$ cat src/rtl/round_judge_pkg.sv
// Shared game definitions: FSM encoding, result bundle and block defaults.
package round_judge_pkg;

    localparam int SETTLE_CYCLES_DEF = 4;
    localparam int WIN_TARGET_DEF    = 9;
    localparam logic [3:0] BCD_MAX   = 4'd9;

    typedef enum logic [2:0] {
        IDLE   = 3'd0,
        PLAY   = 3'd1,
        SETTLE = 3'd2,
        REPORT = 3'd3,
        DONE   = 3'd4
    } state_t;

    typedef struct packed {
        logic p1_win;
        logic p2_win;
        logic draw;
    } result_t;

endpackage

$ cat src/rtl/round_judge_bcd_sat_counter.sv
// Single-digit BCD up-counter that sticks at 9 instead of wrapping.
module bcd_sat_counter
    import round_judge_pkg::*;
(
    input  logic       clk,
    input  logic       clr,
    input  logic       inc,
    output logic [3:0] q
);

    // Clear wins over increment; increments at 9 are dropped.
    always_ff @(posedge clk) begin
        if (clr)
            q <= 4'd0;
        else if (inc && (q != BCD_MAX))
            q <= q + 4'd1;
    end

endmodule

$ cat src/rtl/round_judge.sv
// Two-player round referee: waits for a crash, widens it into a coincidence
// window, reports the round result until acknowledged and keeps the score.
module round_judge
    import round_judge_pkg::*;
#(
    parameter int SETTLE_CYCLES = SETTLE_CYCLES_DEF,
    parameter int WIN_TARGET    = WIN_TARGET_DEF
)
(
    input  logic       clk,
    input  logic       reset,
    input  logic       start,
    input  logic       crash1,
    input  logic       crash2,
    input  logic       ack,
    output logic       p1_win,
    output logic       p2_win,
    output logic       draw,
    output logic       round_active,
    output logic [3:0] score1,
    output logic [3:0] score2,
    output logic       match_over
);

    localparam logic [3:0] SETTLE_LAST = 4'(SETTLE_CYCLES - 1);
    localparam logic [3:0] TARGET      = 4'(WIN_TARGET);

    state_t     state, state_n;
    logic [3:0] settle_cnt, settle_cnt_n;
    logic       c1, c1_n, c2, c2_n;
    result_t    res, res_n;
    logic       inc1, inc2;

    // State, window counter, sticky crash bits and registered result.
    always_ff @(posedge clk) begin
        if (reset) begin
            state      <= IDLE;
            settle_cnt <= 4'd0;
            c1         <= 1'b0;
            c2         <= 1'b0;
            res        <= '0;
        end else begin
            state      <= state_n;
            settle_cnt <= settle_cnt_n;
            c1         <= c1_n;
            c2         <= c2_n;
            res        <= res_n;
        end
    end

    // Next-state logic. The coincidence window is the first-crash edge plus
    // the following SETTLE_CYCLES-1 edges; the exit edge only decodes the
    // sticky bits, so a crash landing exactly on it is too late to count.
    always_comb begin
        state_n      = state;
        settle_cnt_n = settle_cnt;
        c1_n         = c1;
        c2_n         = c2;
        res_n        = res;
        inc1         = 1'b0;
        inc2         = 1'b0;
        case (state)
            IDLE: begin
                if (start && !match_over) begin
                    state_n      = PLAY;
                    settle_cnt_n = 4'd0;
                    c1_n         = 1'b0;
                    c2_n         = 1'b0;
                end
            end
            PLAY: begin
                if (crash1 || crash2) begin
                    state_n      = SETTLE;
                    settle_cnt_n = 4'd0;
                    c1_n         = crash1;
                    c2_n         = crash2;
                end
            end
            SETTLE: begin
                if (settle_cnt == SETTLE_LAST) begin
                    state_n      = REPORT;
                    settle_cnt_n = 4'd0;
                    res_n.draw   = c1 && c2;
                    res_n.p1_win = c2 && !c1;
                    res_n.p2_win = c1 && !c2;
                    inc1         = c2 && !c1;
                    inc2         = c1 && !c2;
                end else begin
                    settle_cnt_n = settle_cnt + 4'd1;
                    c1_n         = c1 || crash1;
                    c2_n         = c2 || crash2;
                end
            end
            REPORT: begin
                if (ack) begin
                    res_n   = '0;
                    c1_n    = 1'b0;
                    c2_n    = 1'b0;
                    state_n = match_over ? DONE : IDLE;
                end
            end
            DONE: begin
                state_n = DONE;
            end
            default: begin
                state_n = IDLE;
            end
        endcase
    end

    bcd_sat_counter u_score1 (
        .clk (clk),
        .clr (reset),
        .inc (inc1),
        .q   (score1)
    );

    bcd_sat_counter u_score2 (
        .clk (clk),
        .clr (reset),
        .inc (inc2),
        .q   (score2)
    );

    // Scores only move up and clear on reset, so this holds once reached.
    assign match_over   = (score1 >= TARGET) || (score2 >= TARGET);
    assign round_active = (state == PLAY) || (state == SETTLE);
    assign p1_win       = res.p1_win;
    assign p2_win       = res.p2_win;
    assign draw         = res.draw;

endmodule
$ cat config.mk
export PLATFORM = sky130hd
export DESIGN_NAME = round_judge
export DESIGN_NICKNAME = d
export VERILOG_FILES = /design/src/rtl/round_judge_pkg.sv /design/src/rtl/round_judge_bcd_sat_counter.sv /design/src/rtl/round_judge.sv
export SDC_FILE = /design/constraint.sdc
export NUM_CORES = 1
export LEC_CHECK = 0
export ABC_AREA = 1
export ABC_CLOCK_PERIOD_IN_PS = 4100
export BUFFER_PORTS_ARGS = -buffer_cell sky130_fd_sc_hd__buf_2
export CAP_MARGIN = 0
export CORE_MARGIN = 4
export CORE_UTILIZATION = 59
export CTS_CLUSTER_DIAMETER = 120
export DETAILED_ROUTE_END_ITERATION = 6
export PLACE_DENSITY = 0.83
export REMOVE_ABC_BUFFERS = 1
export SLEW_MARGIN = 20
export SYNTH_ARGS = -nofsm -noshare
export SYNTH_HDL_FRONTEND = slang
export SYNTH_SLANG_ARGS = --single-unit
$ cat constraint.sdc
create_clock -name clk -period 4.1 [get_ports clk]
set_input_delay 0.205 -clock clk [delete_from_list [all_inputs] [get_ports clk]]
set_output_delay 0.205 -clock clk [all_outputs]
set_load 0.05 [all_outputs]
==> results of run 1 <==
[metal layers]
layer  vias to the layer above  track usage (%)  routed length, microns
met2                        23             34.1                    1140
met3                         6             3.13                      98
met1                       491             24.9                    1170
met5                         -                0                       0
met4                         0             7.66                      38
li1                        555                -                       -
[metrics by stage]
step,hold slack [ps],instance area [sq um],instances
floorplan,274,1150,156
global placement,434,1270,199
detailed placement,444,1270,199
CTS,194,1320,203
global route,205,1320,203
finish,201,1320,203
[final cells by class]
type | count | area, sq um | share of cell area [%]
clock buffers | 3 | 22.5 | 1.70
clock inverters | 1 | 30.0 | 2.27
inverters | 24 | 90.1 | 6.82
multi-input cells | 112 | 657 | 49.7
flip-flops and latches | 20 | 400 | 30.3
well taps | 25 | 31.3 | 2.37
repair buffers | 18 | 90.1 | 6.82
[power by group]
| group | internal [mW] | total, mW | switching, mW |
|---|---|---|---|
| Clock | 0.0988 | 0.164 | 0.0656 |
| Sequential | 0.219 | 0.248 | 0.0285 |
| Combinational | 0.0743 | 0.267 | 0.193 |
| Total | 0.392 | 0.679 | 0.287 |
[critical path, delay by kind of cell (launching register included)]
kind                     cells  cell delay, ps
flip-flops                   1             420
AND/OR/NAND/NOR              3             250
adder cells (fa/ha/maj)      1             210
buffers and inverters        2             350
[path summary, 6_finish.rpt]
| check | slack [ps] | cells after the start | to | startpoint |
|---|---|---|---|---|
| max | 2370 | 6 | match_over | u_score2.q[0] |
| min | 200 | 2 | settle_cnt[2] | reset |
| max reg2reg | 2600 | 11 | c2 | u_score2.q[1] |
| min reg2reg | 460 | 2 | draw | draw |
[registers in the layout, summed over array words and instances (netlist names)]
register	flops
c1	1
settle_cnt	4
state	3
u_score2.q	4
p1_win	1
p2_win	1
draw	1
u_score1.q	4
c2	1
[cells in the final DEF (no fill, tap or decap)]
cell,instances
nand2_1,25
inv_1,23
dfxtp_1,20
nor2_1,18
buf_2,18
a21oi_1,12
nand3_1,9
ha_1,7
o21ai_0,6
nor3_1,6
nand2_2,4
nand2_4,3
nand4_1,3
o21ai_1,3
clkbuf_4,3
or2_1,2
xnor2_1,2
o22ai_1,2
o21bai_1,1
nor2_2,1
nor2_8,1
nand3_4,1
inv_2,1
o2111ai_1,1
nand3_2,1
xor2_1,1
a22oi_1,1
nor3b_2,1
o21ai_2,1
bufinv_16,1
[logic make-up (layout without fill, tap and decap cells)]
group	count (synthesis)	count (layout)	share of synthesized area [%]
AO/OA/AOI/OAI	27	27	13.0
flip-flops	20	20	34.6
buffers and inverters	26	46	8.75
XOR/XNOR	3	3	2.27
adder cells (fa/ha/maj)	7	7	7.56
AND/OR/NAND/NOR	75	75	33.9
==> reports/qor.txt, run 1 <==
Cts repair resizes -> 0
Most common library cells after synthesis -> nand2_1 (25), inv_1 (23), dfxtp_1 (20), nor2_1 (18), a21oi_1 (12)
Filler Cells Inserted -> 169
TritonRoute pass-1 iters -> 4
Lkg Pwr -> 0.645 nW
Yosys top cell area share -> 34.6%
Final Slew Violations -> 0
Final WL -> 2450 microns
Die area -> 2740 sq um
Final WS setup -> 2370 ps
Max Fanout on Critical Path -> 5
Post-synthesis cell area -> 1160 sq um
Setup tns final -> 0 ps
Number of flops mapped to enable cells by yosys -> 0
Total number of yosys warnings -> 0
RSZ-0062 raised after global routing -> false
Maximum clock frequency -> 577 MHz
Post-Synthesis Cells -> 158
Rows -> 15
GRT Residual Overflow -> 0
Cts bufs inserted -> 3
Peak supply drop -> 0.000292 V
DR vias/cell -> 5.30
Detailed router's first-iteration violation count -> 21
Crit Path Class -> register to output pin
CP cell instances -> inv_1 -> ha_1 -> nand3_1 -> nand2_1 -> nand2_1 -> buf_2
H-tree Lvls -> 1
Clk_skew -> 8.52 ps
ANT nets after route -> 0
Critical Path Max Stage Delay -> 420 ps
CTS Hold Bufs -> 0
Distinct cell type count after synthesis -> 29
Final Util -> 73.3%
CP Data Required Time -> 3890 ps
Status -> finished clean
Most used DFF post-synth -> dfxtp_1
Clock Path Buffers -> 2
Detail Placement HPWL -> 1880 microns
Max transition margin -> 77.7%
Fin. Hold Viols -> 0
Arrival time worst endpoint -> 1530 ps
Worst Setup Start Kind -> register
Initial antenna violation count -> 0
Die height -> 52.3 microns
Worst Setup End Kind -> output pin
Yosys reg bits -> 20
Clk_lat worst skew -> 310 ps
DRC -> 0
DR WL/cell -> 12.0 microns
CP max stage cell -> dfxtp_1
Syn_area_per_cell -> 7.33 sq um
Vias in the first global route -> 1039
Initial Util -> 64.3%
Vias post-DR -> 1075
Synth top area cells -> dfxtp_1 (35%), nand2_1 (8.1%), ha_1 (7.6%), inv_1 (7.5%), nor2_1 (5.8%)
Post-CTS Setup Inserts -> 0
CTS tree -> done
Post-Place Setup Slack -> 2630 ps
GRT Util Overall -> 20.0%
Area grow syn2layout -> 14.0%
Most used cell, CP -> nand2_1
Total power -> 679 uW
Final period util -> 42.3%
Most area-hungry cell type in the Yosys netlist -> dfxtp_1
Routability congestion estimate -> 0.942
Register area share after synthesis -> 34.6%
Diode count -> 0
Synth async-reset ratio -> 0%
Final Critical Period -> 1730 ps
Chip width -> 52.3 microns
First-pass GRT wire length -> 4200 microns
Final setup viols -> 0
# port buffers -> 18
Maxcap violations -> 0
Measured slew at the worst slew-check pin -> 334 ps
Nets -> 192
Layout cells sized above 1 -> 20.2%
Clock Pin Slew Worst Setup and Hold Paths -> 130 ps
Largest net degree at the start of global routing -> 13
Core ar. -> 1800 sq um
Power Dens Cells -> 514 nW/um^2
Io pins -> 19
Hold Path Class -> primary input to register
Dominant cell by count in the synthesized netlist -> nand2_1
CTS Root Buffer Type -> clkbuf_4
CTS sink count -> 20
Note: power is estimated with default switching activity, not from simulation.
==> inputs of run 2 (changes only) <==
--- a/config.mk
+++ b/config.mk
@@ -6,14 +6,14 @@
 export NUM_CORES = 1
 export LEC_CHECK = 0
 export ABC_AREA = 1
-export ABC_CLOCK_PERIOD_IN_PS = 4100
+export ABC_CLOCK_PERIOD_IN_PS = 1750
 export BUFFER_PORTS_ARGS = -buffer_cell sky130_fd_sc_hd__buf_2
 export CAP_MARGIN = 0
 export CORE_MARGIN = 4
-export CORE_UTILIZATION = 59
+export CORE_UTILIZATION = 54
 export CTS_CLUSTER_DIAMETER = 120
 export DETAILED_ROUTE_END_ITERATION = 6
-export PLACE_DENSITY = 0.83
+export PLACE_DENSITY = 0.77
 export REMOVE_ABC_BUFFERS = 1
 export SLEW_MARGIN = 20
 export SYNTH_ARGS = -nofsm -noshare
==> constraint.sdc (replaced) <==
create_clock -name clk -period 1.75 [get_ports clk]
set_input_delay 0.0875 -clock clk [delete_from_list [all_inputs] [get_ports clk]]
set_output_delay 0.0875 -clock clk [all_outputs]
set_load 0.05 [all_outputs]
==> run 2 against run 1 <==
  * Combinational power increased by 130%
  * Highest routed layer unchanged
  * Via count fell by 2.6%
  * Wire length decreased by 7.6%
==> reports/qor.txt, run 2 (same netlist as run 1, synthesis figures left out) <==
Layout cells sized above 1 -> 20.2%
Final setup viols -> 0
Initial antenna violation count -> 0
Hold Path Class -> primary input to register
Most used cell, CP -> nand2_1
Chip width -> 54.3 microns
Post-CTS Setup Inserts -> 0
CTS sink count -> 20
Area of placed instances -> 1270 sq um
CP cell instances -> inv_1 -> ha_1 -> nand3_1 -> nand2_1 -> nand2_1 -> buf_2
Post-Layout Cell Count -> 205
# port buffers -> 18
Max transition margin -> 78.8%
Commonest non-fill, non-tap cells in the layout -> nand2_1 (25), inv_1 (23), dfxtp_1 (20), nor2_1 (18), buf_2 (18)
DRC -> 0
Largest net degree at the start of global routing -> 13
TritonRoute pass-1 iters -> 4
Critical Path Max Stage Delay -> 420 ps
Die height -> 54.3 microns
Crit Path Class -> register to output pin
Biggest regs -> settle_cnt (4), u_score1.q (4), u_score2.q (4)
Final period util -> 91.4%
Crit-path leading delay family -> flip-flops
DR WL/cell -> 11.0 microns
Die area -> 2950 sq um
Placed Cells -> 201
Cts bufs inserted -> 3
Core ar. -> 2000 sq um
Detail Placement HPWL -> 1770 microns
Vias in the first global route -> 951
H-tree Lvls -> 1
Peak supply drop -> 0.000796 V
ANT nets after route -> 0
GRT Util Overall -> 17.3%
Power Dens Cells -> 1180 nW/um^2
CTS Root Buffer Type -> clkbuf_4
CTS tree -> done
Worst path bufs/invs -> 2
Arrival time worst endpoint -> 1510 ps
Design area -> 1320 sq um
Cts repair resizes -> 0
Clock Pin Slew Worst Setup and Hold Paths -> 120 ps
Status -> finished clean
Diode count -> 0
Final Critical Period -> 1600 ps
Worst Setup End Kind -> output pin
Filler Cells Inserted -> 195
CP max stage cell -> dfxtp_1
Clk_lat worst skew -> 300 ps
Nets -> 192
Maxcap violations -> 0
First-pass GRT wire length -> 3840 microns
Final WL -> 2260 microns
Routability congestion estimate -> 0.853
Most common cell after layout, fill and taps aside -> nand2_1
RSZ-0062 raised after global routing -> false
Io pins -> 19
CP Data Required Time -> 1660 ps
Vias post-DR -> 1047
Final Slew Violations -> 0
Measured slew at the worst slew-check pin -> 318 ps
Initial Util -> 57.9%
Worst Setup Start Kind -> register
Maximum clock frequency -> 625 MHz
Clock Path Buffers -> 2
Fin. Hold Viols -> 0
Fin Hold WS -> 84.2 ps
GRT Residual Overflow -> 0
Final Util -> 66.1%
Rows -> 16
Detailed router's first-iteration violation count -> 16
Max Fanout on Critical Path -> 5
Lkg Pwr -> 0.645 nW
DR vias/cell -> 5.11
Area grow syn2layout -> 14.3%
CTS Hold Bufs -> 0
Clk_skew -> 7.80 ps
run 2: cell counts in the layout (fill, tap and decap cells not counted):
No cell type changed its count.
run 2: power breakdown:
part	total, mW	switching (mW)	internal (mW)
logic	0.608	0.434	0.174
registers	0.577	0.0633	0.514
clock network	0.381	0.150	0.231
total	1.57	0.647	0.919
run 2: path summary, 6_finish.rpt:
path | to | slack [ps] | startpoint | depth (start not counted)
max | match_over | 150 | u_score2.q[0] | 6
min | settle_cnt[1] | 80 | reset | 2
max reg2reg | c1 | 250 | u_score2.q[1] | 11
min reg2reg | draw | 460 | draw | 2
run 2: area by class of cell:
class,count,area (sq um),share of cell area [%]
Multi-Input combinational cell,112,657,49.6
Sequential cell,20,400,30.2
Timing Repair Buffer,18,90.1,6.81
Inverter,24,90.1,6.81
Tap cell,27,33.8,2.55
Clock inverter,1,30.0,2.27
Clock buffer,3,22.5,1.70
run 2: per-stage QoR:
| step | setup WS [ps] | setup TNS, ps | power [mW] |
|---|---|---|---|
| 3_3_place_gp | 318 | 0 | 1.18 |
| 5_1_grt | 16.5 | 0 | 1.68 |
| 2_1_floorplan | -147 | -158 | 1.07 |
| 6_report | 150 | 0 | 1.57 |
| 3_5_place_dp | 269 | 0 | 1.19 |
| 4_1_cts | 114 | 0 | 1.58 |
run 2: layer usage:
layer	global-route usage (%)	wire, microns	vias to the layer above
li1	-	-	557
met2	30.7	1070	20
met5	0	0	-
met1	20.4	1050	466
met3	3.27	103	4
met4	6.64	35	0
